$ cat src/rtl/seg7_pkg.sv
// Shared 7-segment glyph constants and the hex-to-glyph encoding function.
// Segment order is {a,b,c,d,e,f,g}, active-high.
package seg7_pkg;

  localparam logic [6:0] SEG_0     = 7'h7E;
  localparam logic [6:0] SEG_1     = 7'h30;
  localparam logic [6:0] SEG_2     = 7'h6D;
  localparam logic [6:0] SEG_3     = 7'h79;
  localparam logic [6:0] SEG_4     = 7'h33;
  localparam logic [6:0] SEG_5     = 7'h5B;
  localparam logic [6:0] SEG_6     = 7'h5F;
  localparam logic [6:0] SEG_7     = 7'h70;
  localparam logic [6:0] SEG_8     = 7'h7F;
  localparam logic [6:0] SEG_9     = 7'h7B;
  localparam logic [6:0] SEG_A     = 7'h77;
  localparam logic [6:0] SEG_B     = 7'h1F;
  localparam logic [6:0] SEG_C     = 7'h4E;
  localparam logic [6:0] SEG_D     = 7'h3D;
  localparam logic [6:0] SEG_E     = 7'h4F;
  localparam logic [6:0] SEG_F     = 7'h47;
  localparam logic [6:0] SEG_BLANK = 7'h00;

  function automatic logic [6:0] seg7_encode(input logic [3:0] nib);
    logic [6:0] pat;
    case (nib)
      4'h0: pat = SEG_0;
      4'h1: pat = SEG_1;
      4'h2: pat = SEG_2;
      4'h3: pat = SEG_3;
      4'h4: pat = SEG_4;
      4'h5: pat = SEG_5;
      4'h6: pat = SEG_6;
      4'h7: pat = SEG_7;
      4'h8: pat = SEG_8;
      4'h9: pat = SEG_9;
      4'hA: pat = SEG_A;
      4'hB: pat = SEG_B;
      4'hC: pat = SEG_C;
      4'hD: pat = SEG_D;
      4'hE: pat = SEG_E;
      default: pat = SEG_F;
    endcase
    return pat;
  endfunction

endpackage

$ cat src/rtl/seg7_glyph_decode.sv
// Combinational glyph-to-hex decoder: flags legal hex glyphs and the blank pattern.
module seg7_glyph_decode
  import seg7_pkg::*;
(
  input  logic [6:0] pattern_i,
  output logic [3:0] nibble_o,
  output logic       legal_o,
  output logic       blank_o
);

  always_comb begin
    // NOTE: every output gets a default first so no path leaves one unassigned (no latches).
    nibble_o = 4'h0;
    legal_o  = 1'b1;
    blank_o  = 1'b0;
    case (pattern_i)
      SEG_0: nibble_o = 4'h0;
      SEG_1: nibble_o = 4'h1;
      SEG_2: nibble_o = 4'h2;
      SEG_3: nibble_o = 4'h3;
      SEG_4: nibble_o = 4'h4;
      SEG_5: nibble_o = 4'h5;
      SEG_6: nibble_o = 4'h6;
      SEG_7: nibble_o = 4'h7;
      SEG_8: nibble_o = 4'h8;
      SEG_9: nibble_o = 4'h9;
      SEG_A: nibble_o = 4'hA;
      SEG_B: nibble_o = 4'hB;
      SEG_C: nibble_o = 4'hC;
      SEG_D: nibble_o = 4'hD;
      SEG_E: nibble_o = 4'hE;
      SEG_F: nibble_o = 4'hF;
      SEG_BLANK: begin
        legal_o = 1'b0;
        blank_o = 1'b1;
      end
      default: legal_o = 1'b0;
    endcase
  end

endmodule

$ cat src/rtl/seg7_scan_reader.sv
// Reads back a multiplexed 7-segment bus: each {an, seg} sample is captured once
// after it has held for STABLE cycles, and per-digit hex values are recovered.
module seg7_scan_reader
  import seg7_pkg::*;
#(
  parameter int DIGITS = 4,
  parameter int STABLE = 3
) (
  input  logic                  clk,
  input  logic                  rst_n,
  input  logic                  clr,
  input  logic [6:0]            seg,
  input  logic [DIGITS-1:0]     an,
  output logic [4*DIGITS-1:0]   value,
  output logic [DIGITS-1:0]     dig_ok,
  output logic                  frame_valid,
  output logic                  err,
  output logic                  bus_err
);

  localparam int              CW      = $clog2(STABLE + 1);
  localparam logic [CW-1:0]   CNT_MAX = CW'(STABLE);

  logic [DIGITS-1:0]   an_q;
  logic [6:0]          seg_q;
  logic [CW-1:0]       cnt_q, cnt_d;
  logic [4*DIGITS-1:0] value_q, value_d;
  logic [DIGITS-1:0]   dig_ok_q, dig_ok_d;
  logic [DIGITS-1:0]   seen_q, seen_d, seen_next;
  logic                frame_q, frame_d;
  logic                err_q, err_d;
  logic                bus_err_q, bus_err_d;

  logic       same, capture, onehot;
  logic [3:0] nibble;
  logic       legal, blank;

  seg7_glyph_decode u_decode (
    .pattern_i (seg),
    .nibble_o  (nibble),
    .legal_o   (legal),
    .blank_o   (blank)
  );

  assign same    = (an == an_q) && (seg == seg_q);
  assign onehot  = (an != '0) && ((an & (an - 1'b1)) == '0);

  always_comb begin
    if (!same)               cnt_d = CW'(1);
    else if (cnt_q == CNT_MAX) cnt_d = CNT_MAX;
    else                     cnt_d = cnt_q + CW'(1);
  end

  // Fires only on the edge the counter arrives at STABLE, so a long run captures once.
  assign capture = (cnt_d == CNT_MAX) && (cnt_q != CNT_MAX);

  always_comb begin
    value_d   = value_q;
    dig_ok_d  = dig_ok_q;
    seen_d    = seen_q;
    seen_next = seen_q | an;
    frame_d   = 1'b0;
    err_d     = 1'b0;
    bus_err_d = 1'b0;
    if (clr) begin
      value_d  = '0;
      dig_ok_d = '0;
      seen_d   = '0;
    end else if (capture && (an != '0)) begin
      if (!onehot) begin
        bus_err_d = 1'b1;
      end else begin
        if (legal) begin
          for (int i = 0; i < DIGITS; i++)
            if (an[i]) value_d[4*i +: 4] = nibble;
          dig_ok_d = dig_ok_q | an;
        end else begin
          dig_ok_d = dig_ok_q & ~an;
          err_d    = !blank;
        end
        if (&seen_next) begin
          frame_d = 1'b1;
          seen_d  = '0;
        end else begin
          seen_d  = seen_next;
        end
      end
    end
  end

  // NOTE: sequential state uses non-blocking assignments so all registers update together.
  always_ff @(posedge clk or negedge rst_n) begin
    if (!rst_n) begin
      an_q      <= '0;
      seg_q     <= '0;
      cnt_q     <= '0;
      value_q   <= '0;
      dig_ok_q  <= '0;
      seen_q    <= '0;
      frame_q   <= 1'b0;
      err_q     <= 1'b0;
      bus_err_q <= 1'b0;
    end else begin
      an_q      <= an;
      seg_q     <= seg;
      cnt_q     <= clr ? '0 : cnt_d;
      value_q   <= value_d;
      dig_ok_q  <= dig_ok_d;
      seen_q    <= seen_d;
      frame_q   <= frame_d;
      err_q     <= err_d;
      bus_err_q <= bus_err_d;
    end
  end

  assign value       = value_q;
  assign dig_ok      = dig_ok_q;
  assign frame_valid = frame_q;
  assign err         = err_q;
  assign bus_err     = bus_err_q;

endmodule
$ cat config.mk
export PLATFORM = sky130hd
export DESIGN_NAME = seg7_scan_reader
export DESIGN_NICKNAME = d
export VERILOG_FILES = /design/src/rtl/seg7_pkg.sv /design/src/rtl/seg7_glyph_decode.sv /design/src/rtl/seg7_scan_reader.sv
export SDC_FILE = /design/constraint.sdc
export NUM_CORES = 1
export LEC_CHECK = 0
export CAP_MARGIN = 25
export CORE_MARGIN = 5
export CORE_UTILIZATION = 57
export DETAILED_ROUTE_END_ITERATION = 16
export HOLD_SLACK_MARGIN = 0.02
export PLACE_DENSITY = 0.87
export SYNTH_ARGS = -nofsm -noshare
export SYNTH_HDL_FRONTEND = slang
export SYNTH_SLANG_ARGS = --single-unit
$ cat constraint.sdc
create_clock -name clk -period 3.8 [get_ports clk]
set_clock_uncertainty 0.2 [all_clocks]
set_input_delay 0.76 -clock clk [delete_from_list [all_inputs] [get_ports clk]]
set_output_delay 0.76 -clock clk [all_outputs]
set_load 0.02 [all_outputs]
---- After elaboration in Yosys (flattened, before gate mapping) ----
Cells that the tools add are included.
storage, ports and cells
  memory bits (writable) .................. 0
  ROM bits ................................ 0
  bits in registers ....................... 40
  memories kept ........................... 0
  latch bits .............................. 0
operators by class
  shift-type cells ........................ 0
  div/mod/pow operators ................... 0
  equality and inequality tests ........... 21
  reduce and logical (&&, ||, !) cells .... 22
  $lt $le $gt $ge ......................... 0
  muxes and demuxes ....................... 33
  $add $sub $neg .......................... 2
  bitwise logic cells ..................... 5
  multipliers ............................. 0
operator list
  cell                                                  count
  equality test 7 bit (second input constant)           12
  two-way mux 16 bit                                    4
  one-hot mux 4 bit (15 select lines)                   1
  two-way mux 4 bit                                     12
  equality test 7 x 6 -> 1 bit (second input constant)  3
  AND reduction 4 bit                                   5
  OR reduction 16 bit                                   1
  nonzero test 2 bit                                    7
  two-way mux 1 bit                                     13
  AND 4 bit                                             2
  bitwise OR 4 bit                                      2
  equality test 7 x 5 -> 1 bit (second input constant)  1
  equality test 7 bit                                   1
  logical NOT 7 bit                                     1
  two-way mux 2 bit                                     3
  equality test 2 bit (second input constant)           2
  equality test 4 bit                                   1
  logical AND 1 bit                                     4
  logical NOT 4 bit                                     1
  NOT 4 bit                                             1
  nonzero test 4 bit                                    1
  subtractor 4 x 1 -> 4 bit (second input constant)     1
  adder 2 x 1 -> 2 bit (second input constant)          1
  inequality test 2 bit (second input constant)         1
  2 further kinds                                       2

---- Depth between registers and ports, before layout ----
  depth after elaboration ................. 8
  gate-level depth with buffers ........... 9

---- Cells and area by module ----
Synthesis repeated with hierarchy kept, for this count alone.
unflattened totals
  cells, all modules ...................... 212
  area, all modules ....................... 2253.4 um^2
by module, submodules not included
  module             instances  cells an instance  seq. area each (um^2)  area each (um^2)
  seg7_scan_reader   1          155                1001.0                 1871.8
  seg7_glyph_decode  1          57                 0.0                    381.6

---- Least setup slack after synthesis ----
Ideal clock, no wire load.
  kind .................................... input -> register
  from .................................... in seg[4]
  to ...................................... reg value_q[3], in the netlist value[3]
  required time ........................... 3496 ps
  stages .................................. 8
  setup time .............................. 104 ps
  arrival time ............................ 2515 ps
  slack ................................... 981 ps
  cells stage by stage .................... buf_2 xor2_1 nor4_4 nand4_2 or4b_4 buf_6 or3_1 o311ai_1
on the way
  longest elaborated chain between the ends .. 8
  elaborated cells between the ends (all ways) .. 33
ends and longest elaborated chain
  item                                                        RTL line                 source
  from (decl)                                                 seg7_scan_reader.sv:12   input logic [6:0] seg,
  branches (longest 8 deep; another with two-way mux 16 bit)  n/a
  to (signal assigned)                                        seg7_scan_reader.sv:107  value_q <= value_d;
  to (decl)                                                   seg7_scan_reader.sv:27   logic [4*DIGITS-1:0] value_q, value_d;
Parallel ways; which one is timed is not known. The select of a mux whose other input is x is not followed.
A chain may end at the register's enable or synchronous reset.

---- Worst setup path in the final report ----
  from .................................... in seg[1]
  to ...................................... reg err_q, in the netlist err
on the way
  longest elaborated chain between the ends .. 8
  elaborated cells between the ends (all ways) .. 31
ends and longest elaborated chain
  item                                                         RTL line                 source
  branches (longest 6 deep; another with OR reduction 16 bit)  n/a
  two-way mux 1 bit *                                          seg7_scan_reader.sv:69   end else if (capture && (an != '0)) begin
  two-way mux 1 bit *                                          seg7_scan_reader.sv:65   if (clr) begin
  net err_d                                                    seg7_scan_reader.sv:31   logic err_q, err_d;
  to (signal assigned)                                         seg7_scan_reader.sv:111  err_q <= err_d;
  to (decl)                                                    seg7_scan_reader.sv:31
Mark *: on every way through the listed nets, which the timed path passes.

==> flow_summary_export.csv <==
group,metric,value,unit
clocking,clockBufferDepth,2,
setup_path,r2r_start,"seg_q[0]",
die,die_area,5390,sq um
die,initial_core_util,0.581,
yosys,syn_avg_cell_area,9.71,sq um
detailed_routing,drt_iter0_markers,160,
yosys,synth_warnings,0,
clocking,cts_num_sinks,40,
power_and_ir_drop,combPwrFrac,0.152,
clocking,clk_latency,290,ps
detailed_routing,wl,5340,um
placement,dp_hpwl,3700,um
setup_path,r2r_cells,6,
setup_path,startpoint_type,"input port",
yosys,seq_area_frac_synth,0.437,
power_and_ir_drop,p_total,0.000830,W
setup_path,cp_max_fo,14,
yosys,synth_top_family_by_area,"simple AND/OR/NAND/NOR gates",
die,die_w,73.4,um
detailed_routing,num_vias,1936,
yosys,synth_cell_type_count,56,
setup_path,crit_chain,"clkdlybuf4s50_1 -> and2_1 -> and4_1 -> a2bb2oi_1 -> o21ai_0 -> or2_2 -> a2111oi_0",
yosys,synth_seq_cells,40,
cells_and_area,antenna_cells,0,
run,cap_violations,0,
global_route,groute.usage.overall,0.217,
clocking,cts_buffers,5,
global_route,antenna_found_initial,0,
placement,portBuffers,36,
clocking,cts_tree,"built",
yosys,synth_area,2290,sq um
clocking,htree_num_levels,2,
setup_path,path_class,"in2reg",
timing,rsz0062_at_grt,"false",
yosys,synth_ff_type,"dfrtp_1",
cells_and_area,nNetsFinal,282,
clocking,clk_pin_slew,70,ps
power_and_ir_drop,switchingPower,0.000220,W
detailed_routing,via_per_inst,6.09,
detailed_routing,ant_nets,0,
detailed_routing,post_drt_wl_per_cell,16.8,um
setup_path,critical-path-max-stage-delay,650,ps
yosys,synthAdderAreaFrac,0,
yosys,synth-xor-area-share,0.0497,
power_and_ir_drop,seq_power_share,0.532,
power_and_ir_drop,leakage,1.11,nW
setup_path,critPathCaptureType,"flip-flop",
setup_path,rr_endpoint,"value[2]",
global_route,grt_pass1_wl,9080,um
power_and_ir_drop,internal_power,0.000610,W
yosys,synthSimpleGateAreaFrac,0.245,
yosys,synth-compound-area-share,0.202,
detailed_routing,drc,0,
timing,min_period_over_period,0.849,
timing,finalSetupTns,0,ps
power_and_ir_drop,powerDensity,302,nW/um^2
die,coreArea,3940,sq um
yosys,syn_inst,236,
clocking,ctsResizeCount,0,
clocking,post-cts-setup-buffers,0,
power_and_ir_drop,vdd_drop_max,0.000177,V
timing,maxSlewHeadroom,0.427,
die,die_h,73.4,um
yosys,syn_nets,250,
worst_hold_path,hold_path_end,"seen_q[2]",
power_and_ir_drop,pwr-share-clk,0.316,
global_route,grt_overflow_total,0,
worst_hold_path,hp-start,"seen_q[2]",
yosys,async_flop_share,1.00,
global_route,grt_pass1_vias,1883,
cells_and_area,drive_gt1_frac,0.108,
worst_hold_path,min_path_cells,1,
timing,fin_crit,3230,ps
setup_path,worst-endpoint-arrival,3180,ps
worst_hold_path,min_path_type,"reg2reg",
setup_path,worstPathRequired,3750,ps
detailed_routing,drt_pass1_iterations,4,
global_route,grt_max_degree,41,
timing,setup_viol,0,
clocking,clockRootBuffer,"clkbuf_8",
timing,final_hold_viol_count,0,
timing,max_freq,0.310,GHz
cells_and_area,final_util,0.698,
clocking,hold_buffers,0,
placement,gp_congestion,0.795,
power_and_ir_drop,swShare,0.265,
timing,tightest_slew,860,ps
cells_and_area,areaGrowthSynthToFinish,20.2,%
setup_path,r2r_setup_slack,1330,ps
timing,final-max-slew-violation-count,0,
die,num_io_pins,37,
yosys,synth_edf_count,0,
setup_path,slowest_stage,"clkdlybuf4s50_1",
yosys,muxShareOfSynthArea,0.00437,
status,outcome,"finished, final reports clean",
die,rows,23,
-- through the flow --
| step | std cells | worst slack, ps | hold WS [ps] | area, sq um |
|---|---|---|---|---|
| 2_1_floorplan | 236 | 981 | 264 | 2290 |
| 3_3_place_gp | 311 | 369 | 282 | 2680 |
| 3_5_place_dp | 311 | 285 | 291 | 2680 |
| 4_1_cts | 318 | 597 | 308 | 2750 |
| 5_1_grt | 318 | 341 | 334 | 2750 |
| 6_report | 318 | 572 | 304 | 2750 |
-- synthesized netlist by cell type (5+ instances only) --
| cell type | instances | area (sq um) |
|---|---|---|
| a21oi_1 | 9 | 45.0 |
| clkbuf_1 | 11 | 41.3 |
| nor4_1 | 5 | 31.3 |
| dfrtp_1 | 40 | 1000 |
| inv_1 | 12 | 45.0 |
| a32o_1 | 6 | 60.1 |
| o21a_1 | 5 | 37.5 |
| o22ai_1 | 7 | 43.8 |
| nand3_1 | 6 | 30.0 |
| nor3_1 | 5 | 25.0 |
| nand2_1 | 7 | 26.3 |
| nor2_1 | 16 | 60.1 |
| nand2b_1 | 9 | 56.3 |
| nor2b_1 | 6 | 37.5 |
| buf_2 | 6 | 30.0 |
| xor2_1 | 11 | 96.3 |
-- registers in the layout, indices dropped and copies added, names as in the netlist --
name and count:
seen_q 4, bus_err 1, dig_ok 4, seg_q 7, an_q 4, value 16
cnt_q 2, frame_valid 1, err 1
-- kinds of logic after synthesis --
| logic type | count (synthesis) |
|---|---|
| simple gates | 88 |
| compound gates | 62 |
| flops | 40 |
| buf+inv | 32 |
| xor+xnor | 13 |
| mux | 1 |
-- worst max-delay path by stage --
stage / startpoint / end / slack, ps
floorplan: seg[4] / value[3] / 980
global placement: seg[1] / value[2] / 370
detailed placement: seg[1] / value[2] / 280
CTS: seg[1] / value[2] / 600
global route: seg[1] / err / 340
finish: seg[1] / err / 570
-- cells in the final DEF (no fill, tap or decap), types with 3 or more instances in the layout --
cell / count
nor4_1: 5
nand2b_1: 9
buf_4: 8
xor2_1: 11
o21ai_0: 3
clkbuf_8: 5
o21bai_1: 3
dfrtp_1: 40
nand3_1: 6
or3_1: 3
a31o_2: 4
or2_2: 4
a21oi_1: 9
o21a_1: 5
and2_1: 4
nor2b_1: 6
a32o_1: 6
o22ai_1: 7
inv_1: 12
a311oi_1: 4
nand3b_1: 4
nor3_1: 5
nor2_1: 16
clkdlybuf4s50_1: 35
nand2_1: 7
a211oi_1: 3
-- cell type report --
class	instances	area (sq um)
tap	50	62.6
clock inverter	1	5.00
timing repair buffer	44	415
fill	297	1190
inverter	13	48.8
clock buffer	6	72.6
multi-input combinational	164	1150
sequential	40	1000
-- worst max-delay path: cells and delay by family --
kind	cells	cell delay (ps)
buf+inv	1	650
simple gates	3	940
compound gates	3	820
-- metal layers --
metal / share of wire / GRT usage / vias to the layer above
li1: - / - / 931
met1: 0.47 / 0.306 / 920
met2: 0.44 / 0.340 / 74
met3: 0.074 / 0.0520 / 11
met4: 0.016 / 0.0523 / 0
met5: 0 / 0 / -
-- power groups by stage --
| stage | sequential (W) | clock [W] | combinational, W |
|---|---|---|---|
| after floorplan | 0.000452 | 0 | 0.0000731 |
| after global placement | 0.000449 | 0 | 0.000124 |
| after detailed placement | 0.000450 | 0 | 0.000126 |
| after CTS | 0.000442 | 0.000271 | 0.000127 |
| after global routing | 0.000442 | 0.000287 | 0.000139 |
| final | 0.000442 | 0.000262 | 0.000126 |
No activity file was read; power rests on OpenSTA's default activity.
